$ cat config.mk
export PLATFORM = sky130hd
export DESIGN_NAME = shift_arbiter_32_flat
export DESIGN_NICKNAME = d
export VERILOG_FILES = /design/src/rtl/shift_arbiter_32_if.sv /design/src/rtl/shift_arbiter_32.sv /design/src/flat_wrapper.sv
export SDC_FILE = /design/constraint.sdc
export NUM_CORES = 1
export LEC_CHECK = 0
export ABC_AREA = 0
export BUFFER_PORTS_ARGS = -buffer_cell sky130_fd_sc_hd__buf_2
export CORE_MARGIN = 4
export CORE_UTILIZATION = 42
export CTS_CLUSTER_SIZE = 12
export DETAILED_ROUTE_END_ITERATION = 10
export PLACE_DENSITY = 0.8
export SLEW_MARGIN = 20
export SYNTH_ARGS = -nofsm -noshare
export SYNTH_HDL_FRONTEND = slang
export SYNTH_SLANG_ARGS = --single-unit
$ cat constraint.sdc
create_clock -name clk -period 2.1 [get_ports clk]
set_clock_uncertainty 0.2 [all_clocks]
set_input_delay 0.105 -clock clk [delete_from_list [all_inputs] [get_ports clk]]
set_output_delay 0.105 -clock clk [all_outputs]
set_load 0.005 [all_outputs]
$ cat src/rtl/shift_arbiter_32_if.sv
// Request/response/shifter bundle for shift_arbiter_32.
// slave = arbiter side, master = clients plus shifter side.
interface shift_arbiter_32_if;
   logic        req0_valid;
   logic        req1_valid;
   logic [31:0] req0_a;
   logic [31:0] req1_a;
   logic [4:0]  req0_sel;
   logic [4:0]  req1_sel;
   logic        req0_ready;
   logic        req1_ready;
   logic        resp0_valid;
   logic        resp1_valid;
   logic        resp0_ready;
   logic        resp1_ready;
   logic [31:0] resp_res;
   logic [31:0] shf_a;
   logic [4:0]  shf_sel;
   logic [31:0] shf_res;
   logic        busy;
   logic [15:0] op_count;

   modport slave (
      input  req0_valid, req1_valid, req0_a, req1_a,
      input  req0_sel, req1_sel, resp0_ready, resp1_ready,
      input  shf_res,
      output req0_ready, req1_ready, resp0_valid, resp1_valid,
      output resp_res, shf_a, shf_sel, busy, op_count
   );

   modport master (
      output req0_valid, req1_valid, req0_a, req1_a,
      output req0_sel, req1_sel, resp0_ready, resp1_ready,
      output shf_res,
      input  req0_ready, req1_ready, resp0_valid, resp1_valid,
      input  resp_res, shf_a, shf_sel, busy, op_count
   );
endinterface

$ cat src/rtl/shift_arbiter_32.sv
// Round-robin arbiter and sequencer for the shared 32-bit left shifter.
// Operands are registered onto the shifter; result captured after EXEC_WAIT.
module shift_arbiter_32 #(
   parameter int unsigned EXEC_WAIT = 1
) (
   input logic               clk,
   input logic               rst_n,
   shift_arbiter_32_if.slave bus
);
   typedef enum logic [1:0] {IDLE, EXEC, RESP} state_e;

   localparam logic [3:0] WAIT_INIT = 4'(EXEC_WAIT - 1);

   state_e      state_q, state_d;
   logic        prio_q, prio_d;
   logic        owner_q, owner_d;
   logic [31:0] op_a_q, op_a_d;
   logic [4:0]  op_sel_q, op_sel_d;
   logic [31:0] res_q, res_d;
   logic [3:0]  cnt_q, cnt_d;
   logic [15:0] op_count_q, op_count_d;
   logic        win;
   logic        req0_rdy, req1_rdy;
   logic        rsp0_vld, rsp1_vld;
   logic        own_ready;

   always_comb begin
      state_d    = state_q;
      prio_d     = prio_q;
      owner_d    = owner_q;
      op_a_d     = op_a_q;
      op_sel_d   = op_sel_q;
      res_d      = res_q;
      cnt_d      = cnt_q;
      op_count_d = op_count_q;
      win        = 1'b0;
      req0_rdy   = 1'b0;
      req1_rdy   = 1'b0;
      rsp0_vld   = 1'b0;
      rsp1_vld   = 1'b0;
      own_ready  = owner_q ? bus.resp1_ready : bus.resp0_ready;
      unique case (state_q)
         IDLE: begin
            if (bus.req0_valid || bus.req1_valid) begin
               // contention resolved by prio, else the lone requester
               win = (bus.req0_valid && bus.req1_valid) ?
                     prio_q : bus.req1_valid;
               req0_rdy = ~win;
               req1_rdy = win;
               owner_d  = win;
               op_a_d   = win ? bus.req1_a : bus.req0_a;
               op_sel_d = win ? bus.req1_sel : bus.req0_sel;
               cnt_d    = WAIT_INIT;
               state_d  = EXEC;
            end
         end
         EXEC: begin
            if (cnt_q != 4'd0) begin
               cnt_d = cnt_q - 4'd1;
            end else begin
               res_d   = bus.shf_res;
               state_d = RESP;
            end
         end
         RESP: begin
            rsp0_vld = ~owner_q;
            rsp1_vld = owner_q;
            if (own_ready) begin
               state_d    = IDLE;
               prio_d     = ~owner_q;
               op_count_d = op_count_q + 16'd1;
            end
         end
         default: state_d = IDLE;
      endcase
   end

   always_ff @(posedge clk or negedge rst_n) begin
      if (!rst_n) begin
         state_q    <= IDLE;
         prio_q     <= 1'b0;
         owner_q    <= 1'b0;
         op_a_q     <= 32'd0;
         op_sel_q   <= 5'd0;
         res_q      <= 32'd0;
         cnt_q      <= 4'd0;
         op_count_q <= 16'd0;
      end else begin
         state_q    <= state_d;
         prio_q     <= prio_d;
         owner_q    <= owner_d;
         op_a_q     <= op_a_d;
         op_sel_q   <= op_sel_d;
         res_q      <= res_d;
         cnt_q      <= cnt_d;
         op_count_q <= op_count_d;
      end
   end

   assign bus.req0_ready  = req0_rdy;
   assign bus.req1_ready  = req1_rdy;
   assign bus.resp0_valid = rsp0_vld;
   assign bus.resp1_valid = rsp1_vld;
   assign bus.resp_res    = res_q;
   assign bus.shf_a       = op_a_q;
   assign bus.shf_sel     = op_sel_q;
   assign bus.busy        = (state_q != IDLE);
   assign bus.op_count    = op_count_q;
endmodule

$ cat src/flat_wrapper.sv
// flat-port wrapper written by rule: the top's interface ports become plain ports
module shift_arbiter_32_flat 
#(
   parameter int unsigned EXEC_WAIT = 1
)
  (clk, rst_n, bus_req0_valid, bus_req1_valid, bus_req0_a, bus_req1_a, bus_req0_sel, bus_req1_sel, bus_resp0_ready, bus_resp1_ready, bus_shf_res, bus_req0_ready, bus_req1_ready, bus_resp0_valid, bus_resp1_valid, bus_resp_res, bus_shf_a, bus_shf_sel, bus_busy, bus_op_count);
  shift_arbiter_32_if bus_i ();
  input logic clk;
  input logic rst_n;
  input wire logic [$bits(bus_i.req0_valid)-1:0] bus_req0_valid;
  input wire logic [$bits(bus_i.req1_valid)-1:0] bus_req1_valid;
  input wire logic [$bits(bus_i.req0_a)-1:0] bus_req0_a;
  input wire logic [$bits(bus_i.req1_a)-1:0] bus_req1_a;
  input wire logic [$bits(bus_i.req0_sel)-1:0] bus_req0_sel;
  input wire logic [$bits(bus_i.req1_sel)-1:0] bus_req1_sel;
  input wire logic [$bits(bus_i.resp0_ready)-1:0] bus_resp0_ready;
  input wire logic [$bits(bus_i.resp1_ready)-1:0] bus_resp1_ready;
  input wire logic [$bits(bus_i.shf_res)-1:0] bus_shf_res;
  output wire logic [$bits(bus_i.req0_ready)-1:0] bus_req0_ready;
  output wire logic [$bits(bus_i.req1_ready)-1:0] bus_req1_ready;
  output wire logic [$bits(bus_i.resp0_valid)-1:0] bus_resp0_valid;
  output wire logic [$bits(bus_i.resp1_valid)-1:0] bus_resp1_valid;
  output wire logic [$bits(bus_i.resp_res)-1:0] bus_resp_res;
  output wire logic [$bits(bus_i.shf_a)-1:0] bus_shf_a;
  output wire logic [$bits(bus_i.shf_sel)-1:0] bus_shf_sel;
  output wire logic [$bits(bus_i.busy)-1:0] bus_busy;
  output wire logic [$bits(bus_i.op_count)-1:0] bus_op_count;
  assign bus_i.req0_valid = bus_req0_valid;
  assign bus_i.req1_valid = bus_req1_valid;
  assign bus_i.req0_a = bus_req0_a;
  assign bus_i.req1_a = bus_req1_a;
  assign bus_i.req0_sel = bus_req0_sel;
  assign bus_i.req1_sel = bus_req1_sel;
  assign bus_i.resp0_ready = bus_resp0_ready;
  assign bus_i.resp1_ready = bus_resp1_ready;
  assign bus_i.shf_res = bus_shf_res;
  assign bus_req0_ready = bus_i.req0_ready;
  assign bus_req1_ready = bus_i.req1_ready;
  assign bus_resp0_valid = bus_i.resp0_valid;
  assign bus_resp1_valid = bus_i.resp1_valid;
  assign bus_resp_res = bus_i.resp_res;
  assign bus_shf_a = bus_i.shf_a;
  assign bus_shf_sel = bus_i.shf_sel;
  assign bus_busy = bus_i.busy;
  assign bus_op_count = bus_i.op_count;
  shift_arbiter_32 #(.EXEC_WAIT(EXEC_WAIT)) u_core (.clk(clk), .rst_n(rst_n), .bus(bus_i));
endmodule
==> results.md <==
* TritonCTS sink count at 93
* Initial antenna violation count at 1
* Relative slew slack at 57.7%
* Site Rows at 36
* DP Cell Count at 659
* First-pass GRT wire length at 19.9 mm
* Worst setup margin at -0.00640 ns
* Yosys reg bits at 93
* Max VDD drop at 728 µV
* CP Data Required Time at 2.11 ns
* Top delay family on crit path: buffers and inverters
* R2R Setup Slk at -0.006 ns
* Most common cell after layout, fill and taps aside: buf_2
* Final #Nets at 783
* Count of final setup violators at 1
* CTS tree: done
* Critical Path AT at 2.11 ns
* Switching power share of the total at 33.8%
* GP Congestion at 0.744
* Drt first pass iters at 4
* Initial Utilization at 42.8%
* Sw power at 0.00260 W
* Clk_lat worst skew at 0.35 ns
* Avg WL per Cell at 17.0 µm
* Die width at 108 µm
* RR Startpoint: u_core.prio_q$_DFFE_PN0P_
* Commonest cells after routing, fill and taps aside: 200 x buf_2, 113 x dlygate4sd3_1, 93 x dfrtp_1
* Cell Pwr Density at 1120 nW/µm²
* Die H at 108 µm
* Number of port buffers at 201
* Max-slew violation count at 0
* Hold Fails Final Rpt at 0
* Leak Pwr at 3.55 nW
* Area of the die at 11600 µm²
* Routed vias/inst at 4.79
* Setup CP Type: reg2reg
* Violated checks: negative setup slack
* Final Cycle Share at 100%
* Critical path's slowest cell: dlygate4sd3_1
* Post-layout util at 70.6%
* GR Util All Layers at 22.0%
* Internal power at 0.00508 W
* Fin crit period at 2.11 ns
* DRC viols at 0
* Max Freq at 475 MHz
* Synth cell types at 33
* Crit path buf inv count at 2
* Area grow syn2layout at 64.9%
* Syn_nets at 453
* Post-synthesis cell count at 338
* Ys flop type: dfrtp_1
* Share of cells above drive strength 1 at 41.7%
* HPWL reported at the end of detailed placement at 7.41 mm
* Startpoint Class: register
* Min-delay worst type: in2async
* Mean area per synthesized cell at 12.3 µm²
* Post-synth EDFFs at 0
* Inserted Clock Buffers at 9
* TNS Setup at -0.00640 ns
* DR iter-0 viols at 161
* Status: complete, but fails checks
* RR Endpoint: u_core.bus.shf_a[14]$_DFFE_PN0P_
* Async set-reset flop share out of synthesis at 100%
* FF-to-FF path depth at 5
* Overflow after GRT at 0
* Clock Power Share at 15.5%
* Tightest Pin Transition at 0.634 ns
* Worst setup EP type: register
* # H-tree levels at 3
* Largest net degree at the start of global routing at 71
* Worst Setup SP: u_core.prio_q$_DFFE_PN0P_
* Number of global-route vias before repair at 4125
* Maximum buffer depth of the clock tree at 2
* Synth Cell Area at 4170 µm²
* Total power at 0.00768 W
* CTS Root Buffer Type: clkbuf_8
* Syn. warnings at 0
* Seq/Total Area, Yosys at 55.9%
* Slowest Stage Delay on Critical Path at 0.59 ns
* Max-Cap Viols at 0
* Flop pwr share at 40.0%
* Post-Route WL at 13.7 mm
* Ports at 202
* Fin cells at 806
* CP Cell Sequence: o21ai_4 > buf_12 > mux2i_1 > dlygate4sd3_1 > o21ai_0
* Worst Path Max Fanout at 5
* Vias at 3861
* Core footprint at 9730 µm²
* ANT nets after route at 0
* Gate power share at 44.5%
* Clock Pin Slew Worst Setup and Hold Paths at 0.09 ns
==> sequential cells by signal (all words and copies together) (netlist names) <==
| signal | count |
|---|---|
| u_core.bus.resp_res | 32 |
| u_core.state_q | 2 |
| u_core.bus.op_count | 16 |
| u_core.bus.shf_a | 32 |
| u_core.owner_q | 1 |
| u_core.prio_q | 1 |
| u_core.cnt_q | 4 |
| u_core.bus.shf_sel | 5 |
==> power by group through the flow <==
stage / combinational [W] / sequential, W / clock, W
6_report: 0.00342 / 0.00307 / 0.00119
3_5_place_dp: 0.00300 / 0.00306 / 0
2_1_floorplan: 0.00180 / 0.00308 / 0
4_1_cts: 0.00321 / 0.00303 / 0.00124
5_1_grt: 0.00374 / 0.00315 / 0.00131
3_3_place_gp: 0.00289 / 0.00303 / 0
==> final cells by class <==
cell class / instances / area (µm²)
Clock inverter: 3 / 46.3
Antenna cell: 1 / 2.50
Inverter: 4 / 15.0
Tap cell: 133 / 166
Sequential cell: 93 / 2330
Timing Repair Buffer: 336 / 2450
Multi-Input combinational cell: 224 / 1720
Clock buffer: 12 / 145
Fill cell: 704 / 2860
==> worst reg2reg max path, stage by stage (launching register included) <==
cell and delay [ns]:
dfrtp_1 0.44, o21ai_4 0.24, buf_12 0.16, mux2i_1 0.22
dlygate4sd3_1 0.60, o21ai_0 0.11
==> logic make-up (layout without fill, tap and decap cells) <==
| group | count (synthesis) | after routing | share of synthesized area, % |
|---|---|---|---|
| AOI/OAI and AO/OA | 44 | 44 | 5.35 |
| DFF | 93 | 93 | 55.9 |
| other | 0 | 1 | 0 |
| buffers and inverters | 21 | 355 | 3.36 |
| xor gates and xnor gates | 17 | 17 | 3.57 |
| muxes | 72 | 72 | 20.9 |
| adders and majority gates | 3 | 3 | 0.901 |
| and+or+nand+nor | 88 | 88 | 10.0 |
==> metrics by stage <==
| stage | setup WS, ns | instance area, µm² | hold slack (ns) |
|---|---|---|---|
| after global routing | -0.00862 | 6870 | 0.151 |
| after floorplan | 0.121 | 4170 | -0.391 |
| after CTS | 0.0262 | 6630 | 0.110 |
| after global placement | 0.147 | 5310 | -0.0529 |
| after detailed placement | 0.0961 | 5310 | -0.0384 |
| final | -0.00640 | 6870 | 0.115 |
==> worst max path at each step <==
stage                                          end  depth (start not counted)  slack, ns
2_1_floorplan  u_core.bus.resp_res[10]$_DFFE_PN0P_                          7       0.12
3_3_place_gp    u_core.bus.resp_res[7]$_DFFE_PN0P_                          6       0.15
3_5_place_dp   u_core.bus.resp_res[13]$_DFFE_PN0P_                          6        0.1
4_1_cts           u_core.bus.shf_a[24]$_DFFE_PN0P_                          5       0.03
5_1_grt           u_core.bus.shf_a[17]$_DFFE_PN0P_                          5     -0.009
6_report          u_core.bus.shf_a[14]$_DFFE_PN0P_                          5     -0.006
==> synth_stat cells, types with 2 or more instances <==
cell	n	share of area [%]
buf_6	7	1.9
nor3_1	3	0.36
nand3_1	10	1.2
buf_2	4	0.48
inv_1	4	0.36
o21ai_0	29	3.5
clkbuf_1	5	0.45
nand2_1	46	4.1
mux2i_1	38	9.1
or2_1	2	0.30
ha_1	3	0.90
nand4_1	3	0.45
mux2_4	29	10
nor2_1	11	0.99
xor2_1	6	1.3
o21ai_1	13	1.6
xnor2_1	11	2.3
and2_1	3	0.45
mux2_2	5	1.4
dfrtp_1	93	56
==> timing repair <==
item,CTS,global route
buffers inserted,0,13
hold buffers,113,15
hold endpoints to repair,121,15
endpoints found under the setup margin,0,39
gates resized for setup,0,5
==> layer usage <==
| metal | global-route usage, % | vias to the layer above | wire (µm) |
|---|---|---|---|
| li1 | - | 1824 | - |
| met1 | 24.5 | 1822 | 5170 |
| met2 | 39.7 | 176 | 7230 |
| met3 | 6.06 | 39 | 844 |
| met4 | 8.21 | 0 | 472 |
| met5 | 0 | - | 0 |
Note: power is estimated with default switching activity, not from simulation.
